**config.mk**
```make
export PLATFORM = sky130hd
export DESIGN_NAME = dot_matrix_scanner
export DESIGN_NICKNAME = d
export VERILOG_FILES = /design/src/rtl/dot_matrix_scanner_pkg.sv /design/src/rtl/dot_matrix_scanner_timer.sv /design/src/rtl/dot_matrix_scanner.sv
export SDC_FILE = /design/constraint.sdc
export NUM_CORES = 1
export LEC_CHECK = 0
export BUFFER_PORTS_ARGS = -buffer_cell sky130_fd_sc_hd__clkbuf_2
export CORE_UTILIZATION = 40
export DETAILED_ROUTE_END_ITERATION = 7
export GPL_ROUTABILITY_DRIVEN = 0
export GPL_TIMING_DRIVEN = 0
export PLACE_DENSITY = 0.75
export SYNTH_ARGS = -nofsm -noshare
export SYNTH_HDL_FRONTEND = slang
export SYNTH_HIERARCHICAL = 1
export SYNTH_SLANG_ARGS = --single-unit
```
**constraint.sdc**
```tcl
create_clock -name clk -period 2.2 [get_ports clk]
set_input_delay 0.22 -clock clk [delete_from_list [all_inputs] [get_ports clk]]
set_output_delay 0.22 -clock clk [all_outputs]
set_load 0.02 [all_outputs]
```
**src/rtl/dot_matrix_scanner_pkg.sv**
```systemverilog
// Shared constants for the 16x16 dot-matrix row scanner.
// Build option: DOT_MATRIX_ACTIVE_LOW_EN selects inverted (common-anode)
// row/column drive. When it is undefined, drive is active-high.
package dot_matrix_scanner_pkg;

    // Matrix geometry
    localparam int ROWS  = 16;
    localparam int COLS  = 16;
    localparam int ROW_W = 4;

    // FSM state encodings
    typedef logic [1:0] dm_state_t;
    localparam logic [1:0] S_IDLE  = 2'd0;
    localparam logic [1:0] S_BLANK = 2'd1;
    localparam logic [1:0] S_LOAD  = 2'd2;
    localparam logic [1:0] S_SHOW  = 2'd3;

    // Pin level that leaves every LED dark. The output registers XOR their
    // active-high value with this, so one constant covers both polarities.
`ifdef DOT_MATRIX_ACTIVE_LOW_EN
    localparam logic [COLS-1:0] OUT_DARK = '1;
`else
    localparam logic [COLS-1:0] OUT_DARK = '0;
`endif

    function automatic int max2(input int a, input int b);
        return (a > b) ? a : b;
    endfunction

    // One counter serves both BLANK and SHOW, so it is sized for the longer.
    function automatic int timer_width(input int clk_div, input int blank_cycles);
        return $clog2(max2(clk_div, blank_cycles) + 1);
    endfunction

endpackage

```
**src/rtl/dot_matrix_scanner_timer.sv**
```systemverilog
// Loadable down-counter used to time the BLANK and SHOW phases.
// load takes priority; done is high while the count is zero, i.e. during the
// final cycle of a phase loaded with (length - 1).
module dm_row_timer #(
    parameter int W = 4
) (
    input  logic         clk,
    input  logic         rst_n,
    input  logic         load,
    input  logic [W-1:0] load_val,
    output logic         done
);

    logic [W-1:0] count_q;
    logic [W-1:0] count_d;

    // Reload on strobe, otherwise count down and stick at zero
    always_comb begin
        count_d = count_q;
        if (load) begin
            count_d = load_val;
        end else if (count_q != '0) begin
            count_d = count_q - W'(1);
        end
    end

    // Count register
    always_ff @(posedge clk or negedge rst_n) begin
        if (!rst_n) begin
            count_q <= '0;
        end else begin
            count_q <= count_d;
        end
    end

    assign done = (count_q == '0);

endmodule

```
**src/rtl/dot_matrix_scanner.sv**
```systemverilog
// Row-scan driver for a 16x16 LED dot-matrix. Walks row_bin through a
// combinational pattern ROM, latches the returned column word, then lights
// one row at a time with a dark gap before each row to avoid ghosting.
// Row period = BLANK_CYCLES + 1 + CLK_DIV clocks.
// Build option: DOT_MATRIX_ACTIVE_LOW_EN inverts row_out/col_out at the
// output registers for common-anode boards.
module dot_matrix_scanner
    import dot_matrix_scanner_pkg::*;
#(
    parameter int CLK_DIV      = 1000,
    parameter int BLANK_CYCLES = 8
) (
    input  logic             clk,
    input  logic             rst_n,
    input  logic             enable,
    output logic [ROW_W-1:0] row_bin,
    input  logic [COLS-1:0]  col_in,
    output logic [ROWS-1:0]  row_out,
    output logic [COLS-1:0]  col_out,
    output logic             frame_done
);

    localparam int TW = timer_width(CLK_DIV, BLANK_CYCLES);

    // Timer is loaded with (length - 1) so done marks the last cycle
    localparam logic [TW-1:0] SHOW_RELOAD  = TW'(CLK_DIV - 1);
    localparam logic [TW-1:0] BLANK_RELOAD = (BLANK_CYCLES > 0) ? TW'(BLANK_CYCLES - 1) : '0;

    // With no blanking the scan goes straight from SHOW/IDLE into LOAD
    localparam dm_state_t S_ROW_START = (BLANK_CYCLES > 0) ? S_BLANK : S_LOAD;

    dm_state_t          state_q,      state_d;
    logic [ROW_W-1:0]   row_bin_q,    row_bin_d;
    logic [COLS-1:0]    col_reg_q,    col_reg_d;
    logic [ROWS-1:0]    row_out_q,    row_out_d;
    logic [COLS-1:0]    col_out_q,    col_out_d;
    logic               frame_done_q, frame_done_d;

    logic               timer_load;
    logic [TW-1:0]      timer_val;
    logic               timer_done;
    logic               lit_d;
    logic [ROWS-1:0]    row_onehot_d;

    dm_row_timer #(
        .W (TW)
    ) u_timer (
        .clk      (clk),
        .rst_n    (rst_n),
        .load     (timer_load),
        .load_val (timer_val),
        .done     (timer_done)
    );

    // Scan sequencing: enable low overrides everything and parks at row 0
    always_comb begin
        state_d      = state_q;
        row_bin_d    = row_bin_q;
        col_reg_d    = col_reg_q;
        frame_done_d = 1'b0;
        if (!enable) begin
            state_d   = S_IDLE;
            row_bin_d = '0;
        end else begin
            case (state_q)
                S_IDLE: begin
                    state_d = S_ROW_START;
                end
                S_BLANK: begin
                    if (timer_done) begin
                        state_d = S_LOAD;
                    end
                end
                S_LOAD: begin
                    // The only cycle in which the ROM word is captured
                    col_reg_d = col_in;
                    state_d   = S_SHOW;
                end
                S_SHOW: begin
                    if (timer_done) begin
                        state_d      = S_ROW_START;
                        row_bin_d    = row_bin_q + ROW_W'(1);
                        frame_done_d = (row_bin_q == ROW_W'(ROWS - 1));
                    end
                end
                default: begin
                    state_d = S_IDLE;
                end
            endcase
        end
    end

    // Every state change reloads the timer; entering IDLE clears it
    always_comb begin
        timer_load = (state_d != state_q);
        case (state_d)
            S_BLANK: timer_val = BLANK_RELOAD;
            S_SHOW:  timer_val = SHOW_RELOAD;
            default: timer_val = '0;
        endcase
    end

    // Row decoder for the row that will be lit next cycle
    genvar gi;
    generate
        for (gi = 0; gi < ROWS; gi++) begin : g_row_dec
            assign row_onehot_d[gi] = (row_bin_d == ROW_W'(gi));
        end
    endgenerate

    // Output values follow the next state so the pins are lit exactly in SHOW
    always_comb begin
        lit_d     = (state_d == S_SHOW);
        row_out_d = (lit_d ? row_onehot_d : '0) ^ OUT_DARK;
        col_out_d = (lit_d ? col_reg_d    : '0) ^ OUT_DARK;
    end

    // State and output registers
    always_ff @(posedge clk or negedge rst_n) begin
        if (!rst_n) begin
            state_q      <= S_IDLE;
            row_bin_q    <= '0;
            col_reg_q    <= '0;
            row_out_q    <= OUT_DARK;
            col_out_q    <= OUT_DARK;
            frame_done_q <= 1'b0;
        end else begin
            state_q      <= state_d;
            row_bin_q    <= row_bin_d;
            col_reg_q    <= col_reg_d;
            row_out_q    <= row_out_d;
            col_out_q    <= col_out_d;
            frame_done_q <= frame_done_d;
        end
    end

    assign row_bin    = row_bin_q;
    assign row_out    = row_out_q;
    assign col_out    = col_out_q;
    assign frame_done = frame_done_q;

endmodule

```
* Yosys cells after proc, flatten, opt, wreduce, memory -nomap -nowiden *
Index checks and enable logic that the tools add are counted.

storage, ports and cells
  flip-flop bits (word level) = 65
  output and inout port bits = 37
  input bits = 19

cells by class
  eq/ne operators = 22
  mux-type cells = 17
  add/subtract/negate cells = 2
  reductions and logical operators = 5

operators by type and width
  cell                     number
  $mux W16                 4
  $eq A4 B4 Y1 const B     9
  $mux W10                 2
  $pmux W10 S2             1
  $eq A4 B3 Y1 const B     4
  $mux W4                  3
  $logic_not A10 Y1        1
  $reduce_bool A10 Y1      1
  $sub A10 B1 Y10 const B  1
  $eq A4 B2 Y1 const B     2
  $pmux W2 S4              1
  $eq A2 B2 Y1 const B     3
  $mux W2                  3
  $add A4 B1 Y4 const B    1
  $eq A2 B1 Y1 const B     2
  $eq A4 B1 Y1 const B     1
  $logic_not A4 Y1         1
  $mux W1                  3
  $logic_not A2 Y1         1
  $ne A2 B2 Y1             1
  $reduce_bool A2 Y1       1

* Depth between registers and ports, before layout *
  depth in word-level cells = 7
  mapped depth = 12

* Modules after synthesis *
Netlist, hierarchy kept.

modules (own cells, without submodules)
  module              instances  seq. area each (um2)  area an instance (um2)  cells an instance
  dot_matrix_scanner  1          1376.3                2039.5                  142
  dm_row_timer        1          250.2                 594.3                   67

* Least setup slack after synthesis *
Ideal clock, no wire load.

  kind = register -> register
  start = register u_timer.count_q[3]
  end = register u_timer.count_q[5]
  required time = 2.058 ns
  buffers on the path = 2
  arrival = 2.023 ns
  library setup time = 0.142 ns
  cell stages (with the launch flop) = 11
  path slack = 0.035 ns
  cells stage by stage = dfrtp_1 > nor4_4 > nand3_1 > inv_1 > inv_1 > a31oi_1 > clkbuf_1 > inv_1 > clkbuf_1 > nor2_1 > a211oi_1

RTL lines
  item                                                   line                                                source
  start: declaration                                     dot_matrix_scanner_timer.sv:14                      logic [W-1:0] count_q;
  start signal: assignment                               dot_matrix_scanner_timer.sv:32                      count_q <= count_d;
  $logic_not A10 Y1 *                                    dot_matrix_scanner_timer.sv:36                      assign done = (count_q == '0);
  via timer_done                                         dot_matrix_scanner.sv:41                            logic timer_done;
  $mux W2 (on tied branches)                             dot_matrix_scanner.sv:80, dot_matrix_scanner.sv:70
  $pmux W2 S4 *                                          dot_matrix_scanner.sv:65                            case (state_q)
  $mux W2 *                                              dot_matrix_scanner.sv:61                            if (!enable) begin
  $ne A2 B2 Y1 *                                         dot_matrix_scanner.sv:95                            timer_load = (state_d != state_q);
  via timer_load                                         dot_matrix_scanner.sv:39                            logic timer_load;
  $mux W10 / $reduce_bool A2 Y1 (equally long branches)  n/a

Mark *: on every way through the listed nets, which the timed path passes. The rest lies on a longest branch. The select of a mux whose other input is x is not followed.
A chain may end at the register's enable or synchronous reset.

* Worst setup path in the final report *
Same ends and word-level chain as after synthesis.

==> flow_summary.json <==
{
  "vias": 1744,
  "max_slew_margin": 0.434,
  "cts_buffers": 9,
  "core-area_sq_mm": 0.00635,
  "peakVddDrop_v": 0.000440,
  "end_kind": "flip-flop",
  "p_leak_uw": 0.00164,
  "multi_input_area_sq_um": 981,
  "grt_pass1_wl_microns": 8200,
  "ys_ff_latch": 65,
  "synth_area_leaders": "dfrtp_1 (62%), mux2_2 (7.3%), nor2b_1 (4.8%)",
  "clock_latency_ns": 0.34,
  "grt_start_max_net_pins": 66,
  "rows": 29,
  "place_area_sq_mm": 0.00301,
  "wl_microns": 4680,
  "hold_ws_ns": 0.00952,
  "grt_usage": 0.153,
  "slowest_delay_ns": 0.45,
  "placed_cells": 342,
  "crit_path_top_delay_cell": "dfrtp_2",
  "ant_nets": 0,
  "num_antenna_cells": 0,
  "critPathRequiredTime_ns": 2.41,
  "drv.max_cap_violation_count": 0,
  "r2r_cells": 10,
  "grt_pass1_vias": 1785,
  "seq_area_sq_mm": 0.00163,
  "async_flop_share": 1.00,
  "worst_slew_pin_slew_ns": 0.849,
  "fillCellCount": 550,
  "worstPathMaxFanout": 10,
  "cts_max_path_buffers": 2,
  "routedWlPerCell_microns": 13.0,
  "instances_no_fill": 360,
  "drv_slew": 0,
  "clk_pin_slew_ns": 0.07,
  "min_path_type": "input port to asynchronous set/reset pin",
  "arrival_ns": 2.28,
  "r2r-start": "u_timer/count_q[3]",
  "critical_path_class": "flip-flop to flip-flop",
  "p_per_area_mw_per_mm2": 747,
  "cts-htree-levels": 3,
  "syn-instance-count": 209,
  "yosysUniqueCellTypes": 42,
  "crit_path_frequent_cell": "inv_1",
  "period_needed_ns": 2.07,
  "clkSinkCount": 65,
  "syn_area_sq_mm": 0.00263,
  "ys.flop_type": "dfrtp_1",
  "seq_area_frac_synth": 0.618,
  "cp_top_family": "simple AND/OR/NAND/NOR gates",
  "rsz0062_at_grt": "no",
  "drive_above_1_share": 0.410,
  "die_x_microns": 83.1,
  "overflow": 0,
  "cts_root_buffer": "clkbuf_8",
  "hold_violations": 0,
  "avgSynthCellArea_sq_um": 12.6,
  "crit_path_start_kind": "flip-flop",
  "synth_top_area_cell": "dfrtp_1",
  "fin_area_sq_mm": 0.00327,
  "antenna_found_initial": 0,
  "dp_slack_ns": -0.409,
  "die_h_microns": 83.1,
  "crit_path_cell_trace": "nor4_4, nand3_4, inv_4, inv_1, a31oi_1, buf_4, inv_1, clkbuf_4, nor2_1, a211oi_2",
  "synthToLayoutAreaGrowth_pct": 24.0,
  "r2r_end": "u_timer/count_q[5]",
  "setup_viol": 0,
  "finClkSkew_ns": 0.00694,
  "fin_nets": 299,
  "dr.pass1.iters": 4,
  "synth_top_area_share": 0.618,
  "max_freq_mhz": 484,
  "path_buf_inv": 5,
  "initial_core_util": 0.415,
  "via_per_inst": 4.84,
  "synth_commonest_cells": "dfrtp_1 (65), nor2b_1 (20), nor3_1 (19)",
  "synth_edf_count": 0,
  "r2r_slack_ns": 0.13,
  "ios": 56,
  "yosys_warnings": 6,
  "die_area_sq_mm": 0.00691,
  "setup_ws_ns": 0.135,
  "dp_hpwl_microns": 3250,
  "portBuffers": 55,
  "drt_iter0_markers": 62,
  "status": "finished, final reports clean",
  "cts_tree": "yes",
  "drc": 0,
  "post-route-period-util": 0.939,
  "synth_most_common_cell": "dfrtp_1",
  "final.setup.tns_ns": 0
}
cell usage in the layout, fill, tap and decap left out, types with 5 or more instances in the layout:
cell type	count
dfrtp_1	64
clkbuf_2	54
nor2b_1	19
nor3_1	18
mux2_2	17
nor2_1	12
nand2_1	10
clkbuf_8	10
buf_4	5
inv_1	5
a21oi_1	5
flip-flops by register name (all words and copies together) (netlist names):
register         cells
row_out             16
state_q              2
row_bin              4
col_out             16
frame_done           1
col_reg_q           16
u_timer/count_q     10
layer usage:
metal / global-route usage / up-vias / part of all wire / wire length (microns)
li1: - / 841 / - / -
met1: 0.181 / 850 / 0.45 / 2110
met2: 0.244 / 44 / 0.48 / 2270
met3: 0.0616 / 9 / 0.046 / 217
met4: 0.0690 / 0 / 0.018 / 85
met5: 0 / - / 0 / 0
cells by family (layout without fill, tap and decap cells):
group | after synthesis | in the layout | synth area share
multiplexers | 23 | 23 | 0.102
XOR/XNOR | 7 | 7 | 0.0233
adder cells (fa/ha/maj) | 2 | 2 | 0.00950
AO/OA/AOI/OAI | 14 | 14 | 0.0318
flip-flops | 65 | 65 | 0.618
other | 1 | 2 | 0.00142
buffers and inverters | 14 | 87 | 0.0285
AND/OR/NAND/NOR | 83 | 83 | 0.186
how the worst max path moves through the flow:
stage                            start                  to  slack [ns]  depth (start not counted)
global placement    u_timer/count_q[3]  u_timer/count_q[7]       -0.33                          9
floorplan           u_timer/count_q[3]  u_timer/count_q[5]        0.04                         10
CTS                 u_timer/count_q[0]  u_timer/count_q[5]        0.01                         11
detailed placement  u_timer/count_q[3]  u_timer/count_q[7]       -0.41                          9
global route        u_timer/count_q[0]  u_timer/count_q[9]       0.006                         12
finish              u_timer/count_q[3]  u_timer/count_q[5]        0.13                         10
report_power, final:
part | switching [uW] | total (uW) | leakage [uW] | internal [uW]
clock network | 475 | 915 | 0.0000887 | 441
logic | 119 | 235 | 0.000668 | 116
registers | 44.1 | 1290 | 0.000887 | 1250
total | 638 | 2440 | 0.00164 | 1800
area by class of cell:
type                    count  area share
multi-input cells         131       0.300
clock buffers              10      0.0421
plain buffers               5      0.0138
repair buffers             58      0.0920
flip-flops and latches     65       0.498
well taps                  77      0.0295
inverters                   8      0.0107
clock inverters             6      0.0130
what timing repair did:
item | CTS | global route
pin swaps | 1 | 1
resized for setup | 10 | 9
buffers inserted | 2 | 1
hold buffers | 0 | 0
endpoints found under the setup margin | 33 | 23
worst register-to-register path, stage by stage, from the launching register on:
cell and delay [ns]:
dfrtp_2 0.45, nor4_4 0.39, nand3_4 0.16, inv_4 0.11
inv_1 0.04, a31oi_1 0.16, buf_4 0.17, inv_1 0.08
clkbuf_4 0.19, nor2_1 0.14, a211oi_2 0.04
per-stage QoR:
stage / util / power (uW)
final: 0.514 / 2440
after global routing: 0.514 / 2560
after CTS: 0.510 / 2440
after detailed placement: 0.474 / 1520
after global placement: 0.474 / 1510
after floorplan: - / 1450
(Power assumes the default switching activity.)
